### src/rtl/ad7476_spi_rd_if.sv
// Bundles the conversion handshake, the ADC serial pins and the sample output.
// The master modport is the read engine; the slave modport is the fabric/ADC side.
interface ad7476_spi_rd_if;
    logic        start_i;
    logic        busy_o;
    logic        cs_n_o;
    logic        sclk_o;
    logic        sdata_i;
    logic [11:0] data_o;
    logic        data_valid_o;
    logic        lead_err_o;

    modport master (
        input  start_i,
        input  sdata_i,
        output busy_o,
        output cs_n_o,
        output sclk_o,
        output data_o,
        output data_valid_o,
        output lead_err_o
    );

    modport slave (
        output start_i,
        output sdata_i,
        input  busy_o,
        input  cs_n_o,
        input  sclk_o,
        input  data_o,
        input  data_valid_o,
        input  lead_err_o
    );
endinterface

### src/rtl/ad7476_spi_rd.sv
// SPI read master for an AD7476A-class ADC: one 16-bit frame per start request,
// 4 leading zeros then a 12-bit sample, MSB first, with a fabric-side valid strobe.
module ad7476_spi_rd #(
    parameter int CLK_DIV      = 2,
    parameter int QUIET_CYCLES = 4
) (
    input  logic              clk_i,
    input  logic              rst_i,
    ad7476_spi_rd_if.master   bus
);

    localparam logic [2:0] S_IDLE  = 3'd0;
    localparam logic [2:0] S_SETUP = 3'd1;
    localparam logic [2:0] S_LOW   = 3'd2;
    localparam logic [2:0] S_HIGH  = 3'd3;
    localparam logic [2:0] S_QUIET = 3'd4;

    localparam logic [7:0] DIV_LAST   = 8'(CLK_DIV - 1);
    localparam logic [7:0] QUIET_LAST = 8'(QUIET_CYCLES - 1);
    localparam logic [4:0] LAST_BIT   = 5'd16;

    logic [2:0]  state_q,   state_d;
    logic [7:0]  cnt_q,     cnt_d;
    logic [4:0]  bitCnt_q,  bitCnt_d;
    logic [15:0] shift_q,   shift_d;
    logic        csN_q,     csN_d;
    logic        sclk_q,    sclk_d;
    logic        busy_q,    busy_d;
    logic [11:0] data_q,    data_d;
    logic        valid_q,   valid_d;
    logic        leadErr_q, leadErr_d;

    // Each sclk fall samples sdata_i before the ADC advances it, so the
    // capture and the 1->0 sclk transition are always scheduled together.
    always_comb begin
        state_d   = state_q;
        cnt_d     = cnt_q;
        bitCnt_d  = bitCnt_q;
        shift_d   = shift_q;
        csN_d     = csN_q;
        sclk_d    = sclk_q;
        busy_d    = busy_q;
        data_d    = data_q;
        valid_d   = 1'b0;
        leadErr_d = leadErr_q;

        case (state_q)
            S_IDLE: begin
                if (bus.start_i) begin
                    state_d  = S_SETUP;
                    cnt_d    = 8'd0;
                    bitCnt_d = 5'd0;
                    csN_d    = 1'b0;
                    sclk_d   = 1'b1;
                    busy_d   = 1'b1;
                end
            end

            S_SETUP: begin
                if (cnt_q == DIV_LAST) begin
                    state_d  = S_LOW;
                    cnt_d    = 8'd0;
                    sclk_d   = 1'b0;
                    shift_d  = {shift_q[14:0], bus.sdata_i};
                    bitCnt_d = bitCnt_q + 5'd1;
                end else begin
                    cnt_d = cnt_q + 8'd1;
                end
            end

            S_LOW: begin
                if (cnt_q == DIV_LAST) begin
                    state_d = S_HIGH;
                    cnt_d   = 8'd0;
                    sclk_d  = 1'b1;
                end else begin
                    cnt_d = cnt_q + 8'd1;
                end
            end

            S_HIGH: begin
                if (cnt_q != DIV_LAST) begin
                    cnt_d = cnt_q + 8'd1;
                end else if (bitCnt_q == LAST_BIT) begin
                    state_d   = S_QUIET;
                    cnt_d     = 8'd0;
                    csN_d     = 1'b1;
                    data_d    = shift_q[11:0];
                    leadErr_d = |shift_q[15:12];
                    valid_d   = 1'b1;
                end else begin
                    state_d  = S_LOW;
                    cnt_d    = 8'd0;
                    sclk_d   = 1'b0;
                    shift_d  = {shift_q[14:0], bus.sdata_i};
                    bitCnt_d = bitCnt_q + 5'd1;
                end
            end

            S_QUIET: begin
                if (cnt_q == QUIET_LAST) begin
                    state_d = S_IDLE;
                    cnt_d   = 8'd0;
                    busy_d  = 1'b0;
                end else begin
                    cnt_d = cnt_q + 8'd1;
                end
            end

            default: begin
                state_d = S_IDLE;
                cnt_d   = 8'd0;
                csN_d   = 1'b1;
                sclk_d  = 1'b1;
                busy_d  = 1'b0;
            end
        endcase
    end

    // cs_n_o and sclk_o leave straight from these flops so the ADC never sees a glitch.
    always_ff @(posedge clk_i or posedge rst_i) begin
        if (rst_i) begin
            state_q   <= S_IDLE;
            cnt_q     <= 8'd0;
            bitCnt_q  <= 5'd0;
            shift_q   <= 16'd0;
            csN_q     <= 1'b1;
            sclk_q    <= 1'b1;
            busy_q    <= 1'b0;
            data_q    <= 12'd0;
            valid_q   <= 1'b0;
            leadErr_q <= 1'b0;
        end else begin
            state_q   <= state_d;
            cnt_q     <= cnt_d;
            bitCnt_q  <= bitCnt_d;
            shift_q   <= shift_d;
            csN_q     <= csN_d;
            sclk_q    <= sclk_d;
            busy_q    <= busy_d;
            data_q    <= data_d;
            valid_q   <= valid_d;
            leadErr_q <= leadErr_d;
        end
    end

    assign bus.cs_n_o       = csN_q;
    assign bus.sclk_o       = sclk_q;
    assign bus.busy_o       = busy_q;
    assign bus.data_o       = data_q;
    assign bus.data_valid_o = valid_q;
    assign bus.lead_err_o   = leadErr_q;

endmodule

### src/flat_wrapper.sv
// flat-port wrapper written by rule: the top's interface ports become plain ports
module ad7476_spi_rd_flat 
#(
    parameter int CLK_DIV      = 2,
    parameter int QUIET_CYCLES = 4
)
  (clk_i, rst_i, bus_start_i, bus_sdata_i, bus_busy_o, bus_cs_n_o, bus_sclk_o, bus_data_o, bus_data_valid_o, bus_lead_err_o);
  ad7476_spi_rd_if bus_i ();
  input  logic clk_i;
  input  logic rst_i;
  input wire logic [$bits(bus_i.start_i)-1:0] bus_start_i;
  input wire logic [$bits(bus_i.sdata_i)-1:0] bus_sdata_i;
  output wire logic [$bits(bus_i.busy_o)-1:0] bus_busy_o;
  output wire logic [$bits(bus_i.cs_n_o)-1:0] bus_cs_n_o;
  output wire logic [$bits(bus_i.sclk_o)-1:0] bus_sclk_o;
  output wire logic [$bits(bus_i.data_o)-1:0] bus_data_o;
  output wire logic [$bits(bus_i.data_valid_o)-1:0] bus_data_valid_o;
  output wire logic [$bits(bus_i.lead_err_o)-1:0] bus_lead_err_o;
  assign bus_i.start_i = bus_start_i;
  assign bus_i.sdata_i = bus_sdata_i;
  assign bus_busy_o = bus_i.busy_o;
  assign bus_cs_n_o = bus_i.cs_n_o;
  assign bus_sclk_o = bus_i.sclk_o;
  assign bus_data_o = bus_i.data_o;
  assign bus_data_valid_o = bus_i.data_valid_o;
  assign bus_lead_err_o = bus_i.lead_err_o;
  ad7476_spi_rd #(.CLK_DIV(CLK_DIV), .QUIET_CYCLES(QUIET_CYCLES)) u_core (.clk_i(clk_i), .rst_i(rst_i), .bus(bus_i));
endmodule
### config.mk
export PLATFORM = sky130hd
export DESIGN_NAME = ad7476_spi_rd_flat
export DESIGN_NICKNAME = d
export VERILOG_FILES = /design/src/rtl/ad7476_spi_rd_if.sv /design/src/rtl/ad7476_spi_rd.sv /design/src/flat_wrapper.sv
export SDC_FILE = /design/constraint.sdc
export NUM_CORES = 1
export LEC_CHECK = 0
export BUFFER_PORTS_ARGS = -buffer_cell sky130_fd_sc_hd__buf_4
export CELL_PAD_IN_SITES_DETAIL_PLACEMENT = 1
export CELL_PAD_IN_SITES_GLOBAL_PLACEMENT = 1
export CORE_MARGIN = 2
export CORE_UTILIZATION = 43
export CTS_CLUSTER_SIZE = 30
export DETAILED_ROUTE_END_ITERATION = 8
export GPL_TIMING_DRIVEN = 0
export PLACE_DENSITY_LB_ADDON = 0.12
export SLEW_MARGIN = 40
export SYNTH_ARGS = -nofsm -noshare
export SYNTH_HDL_FRONTEND = slang
export SYNTH_SLANG_ARGS = --single-unit
### constraint.sdc
create_clock -name clk_i -period 2 [get_ports clk_i]
set_input_delay 0.2 -clock clk_i [delete_from_list [all_inputs] [get_ports clk_i]]
set_output_delay 0.2 -clock clk_i [all_outputs]
set_load 0.005 [all_outputs]
==> metrics <==
clk slew on worst S/H paths approximately 0.10 ns; fraction of layout cells with a size suffix above 1 39.0%; Reg2Reg Depth 7; syn_nets 195; DRC 0; DR vias 1,578; Synth Flop Type dfrtp_1; crit path cell chain inv_1 > ha_1 > nand2_2 > or4_4 > nand4_4 > buf_4 > mux2_2; RSZ-0062 raised after global routing true; average wire per standard cell roughly 18 µm; CTS Buf Count 5; ys async rst share 100%; Final Cycle Share 98.0%; Max clock buf depth 2; pre-CTS setup slack -0.0682 ns; Initial Utilization 45.0%; Crit path arrival time roughly 2.2 ns; final hold vios 0; post-synthesis sequential area ratio roughly 53%; CP max-delay cell or4_4; pwr dens 1140 nW/µm²; Worst Tran Pin Value 0.612 ns; Mean Syn Cell Area 12.4 µm²; most frequent cells in the layout 47 x dfrtp_1, 30 x buf_4, 17 x mux2_2, 13 x nor2_1, 12 x nand2_1; number of setup violations in the final report 0; slew margin rel. 58.9%; fmax 510 MHz; synthesized instance count between 150 and 200; clk_skew 0.00473 ns; Total Wirelength 5250 µm; Worst-Skew Late Latency 0.30 ns; IO Port Bufs 20; Yosys reg bits 49; top cells by area, synth dfrtp_1 51%, mux2_2 8.2%, mux2_4 6.5%, dfstp_2 2.3%, nand2_1 2.3%; core footprint 5170 µm²; commonest non-fill, non-tap cell in the layout dfrtp_1; Hold Crit Depth 2; yosys warns 0; worst vdd ir roughly 0.00047 V; die height around 78 µm; I/O Pins 21; Worst EP required 2.19 ns; clk sinks between 40 and 50; initial antenna violation count 0; synth-to-layout area growth 22.3%; antenna viol nets, final 0; final worst setup slack ~0.04 ns; HP Class in2reg; number of cell rows 26; CP Max Fanout 3; Detailed Route Iter0 Violations a little over 50; min Tclk post-route 1.96 ns; Final Max Slew Viols 0; Nets 235; RD Place Congestion 0.819; H-tree lvl count 2; Root Driver clkbuf_8; CP Launch Type register; Core Util, Final 55.0%; area leader, netlist dfrtp_1; die area ~6000 µm²; CP delay by family, top simple AND/OR/NAND/NOR gates; GRT Total Usage approximately 17%; CP bufs+invs 2; Vias per Instance approximately 5.3; outcome complete, no violations; LEAKAGE 1.39 nW; Diodes inserted 0; CP max stage delay about 0.46 ns; drt first pass iters 4; vias in the first global route 1,655; CP Class reg2reg; endpoint class of the critical path register; total of fill cells in the finished design 532; post-synthesis cell type count 49; first-pass GRT wire length between 8000 and 9000 µm; Max Cap Violations 0; Post-synth EDFFs 0; DP Wirelength roughly 3300 µm; largest net degree at the start of global routing 36; Die Wd 77.6 µm; CP Depth 7; TritonCTS clock tree done; Synth top area share 50.5%; grt ovf 0; Netlist Area Pre-Place around 2300 µm²
==> timing repair <==
item | in CTS | in global routing
pin swaps | 1 | 5
gates resized for setup | 3 | 12
cloned | 0 | 1
hold buffers | 1 | 0
endpoints found under the hold margin | 14 | 0
setup buffers | 3 | 7
setup endpoints to repair | 19 | 35
==> per-layer routing <==
metal | part of all wire [%] | vias to the layer above | GRT usage, %
li1 | - | 751 | -
met1 | 43 | 810 | 24.0
met2 | 54 | 13 | 28.5
met3 | 2.2 | 4 | 3.49
met4 | 0.72 | 0 | 4.29
met5 | 0 | - | 0
==> flip-flops by register name, summed over array words and instances (netlist names) <==
signal / cells
u_core.bus.sclk_o: 1
u_core.state_q: 3
u_core.cnt_q: 8
u_core.bus.data_o: 12
u_core.bus.cs_n_o: 1
u_core.bus.data_valid_o: 1
u_core.bus.busy_o: 1
u_core.shift_q: 16
u_core.bus.lead_err_o: 1
u_core.bitCnt_q: 5
==> final timing paths <==
| path | slack [ns] | end | start |
|---|---|---|---|
| min in group asynchronous | 0.38 | u_core.shift_q[2] | rst_i |
| max | 0.04 | u_core.shift_q[9] | u_core.bitCnt_q[1] |
| max in group asynchronous | 1.11 | u_core.bus.sclk_o | rst_i |
| min | 0.13 | u_core.shift_q[0] | bus_sdata_i |
| min reg2reg | 0.50 | u_core.bus.data_o[7] | u_core.bus.data_o[7] |
| max reg2reg | 0.04 | u_core.shift_q[9] | u_core.bitCnt_q[1] |
==> per-stage QoR <==
step           setup TNS [ns]  hold WS [ns]  power (mW)  instance area, µm²  cells
2_1_floorplan               0         0.346        2.23                2330    187
3_3_place_gp           -0.130         0.437        2.42                2560    277
3_5_place_dp           -0.672         0.145        2.50                2590    278
4_1_cts                     0         0.114        3.17                2730    290
5_1_grt                -0.235         0.117        3.47                2850    298
6_report                    0         0.127        3.25                2850    298
==> kinds of logic (layout without fill, tap and decap cells) <==
group	Yosys count	after routing	synth area share, %
buf+inv	15	56	3.49
compound gates	24	24	7.21
fa+ha+maj	4	4	2.15
xor+xnor	6	6	2.26
flops	49	49	52.8
mux	31	31	16.5
simple gates	58	58	15.6
==> cell usage after synthesis (all sizes together) (3+ instances only) <==
master	count
and3	3
nor4	4
ha	4
nand3	6
xor2	3
buf	6
nand4	3
mux2	29
dfrtp	47
inv	6
or4	4
nor2	13
a21oi	6
xnor2	3
nand2	14
==> cell type report <==
type,count,area (µm²),area share [%]
Sequential cell,49,1230,43.2
Clock inverter,3,25.0,0.880
Timing Repair Buffer,33,284,9.98
Buffer,8,80.1,2.81
Tap cell,70,87.6,3.08
Inverter,7,28.8,1.01
Clock buffer,5,68.8,2.42
Multi-Input combinational cell,123,1040,36.6
==> where the power goes <==
| group | total, mW | switching, mW | internal (mW) |
|---|---|---|---|
| Combinational | 1.24 | 0.624 | 0.617 |
| Sequential | 1.39 | 0.188 | 1.20 |
| Clock | 0.621 | 0.365 | 0.256 |
Power figures use the tool's default switching activity.
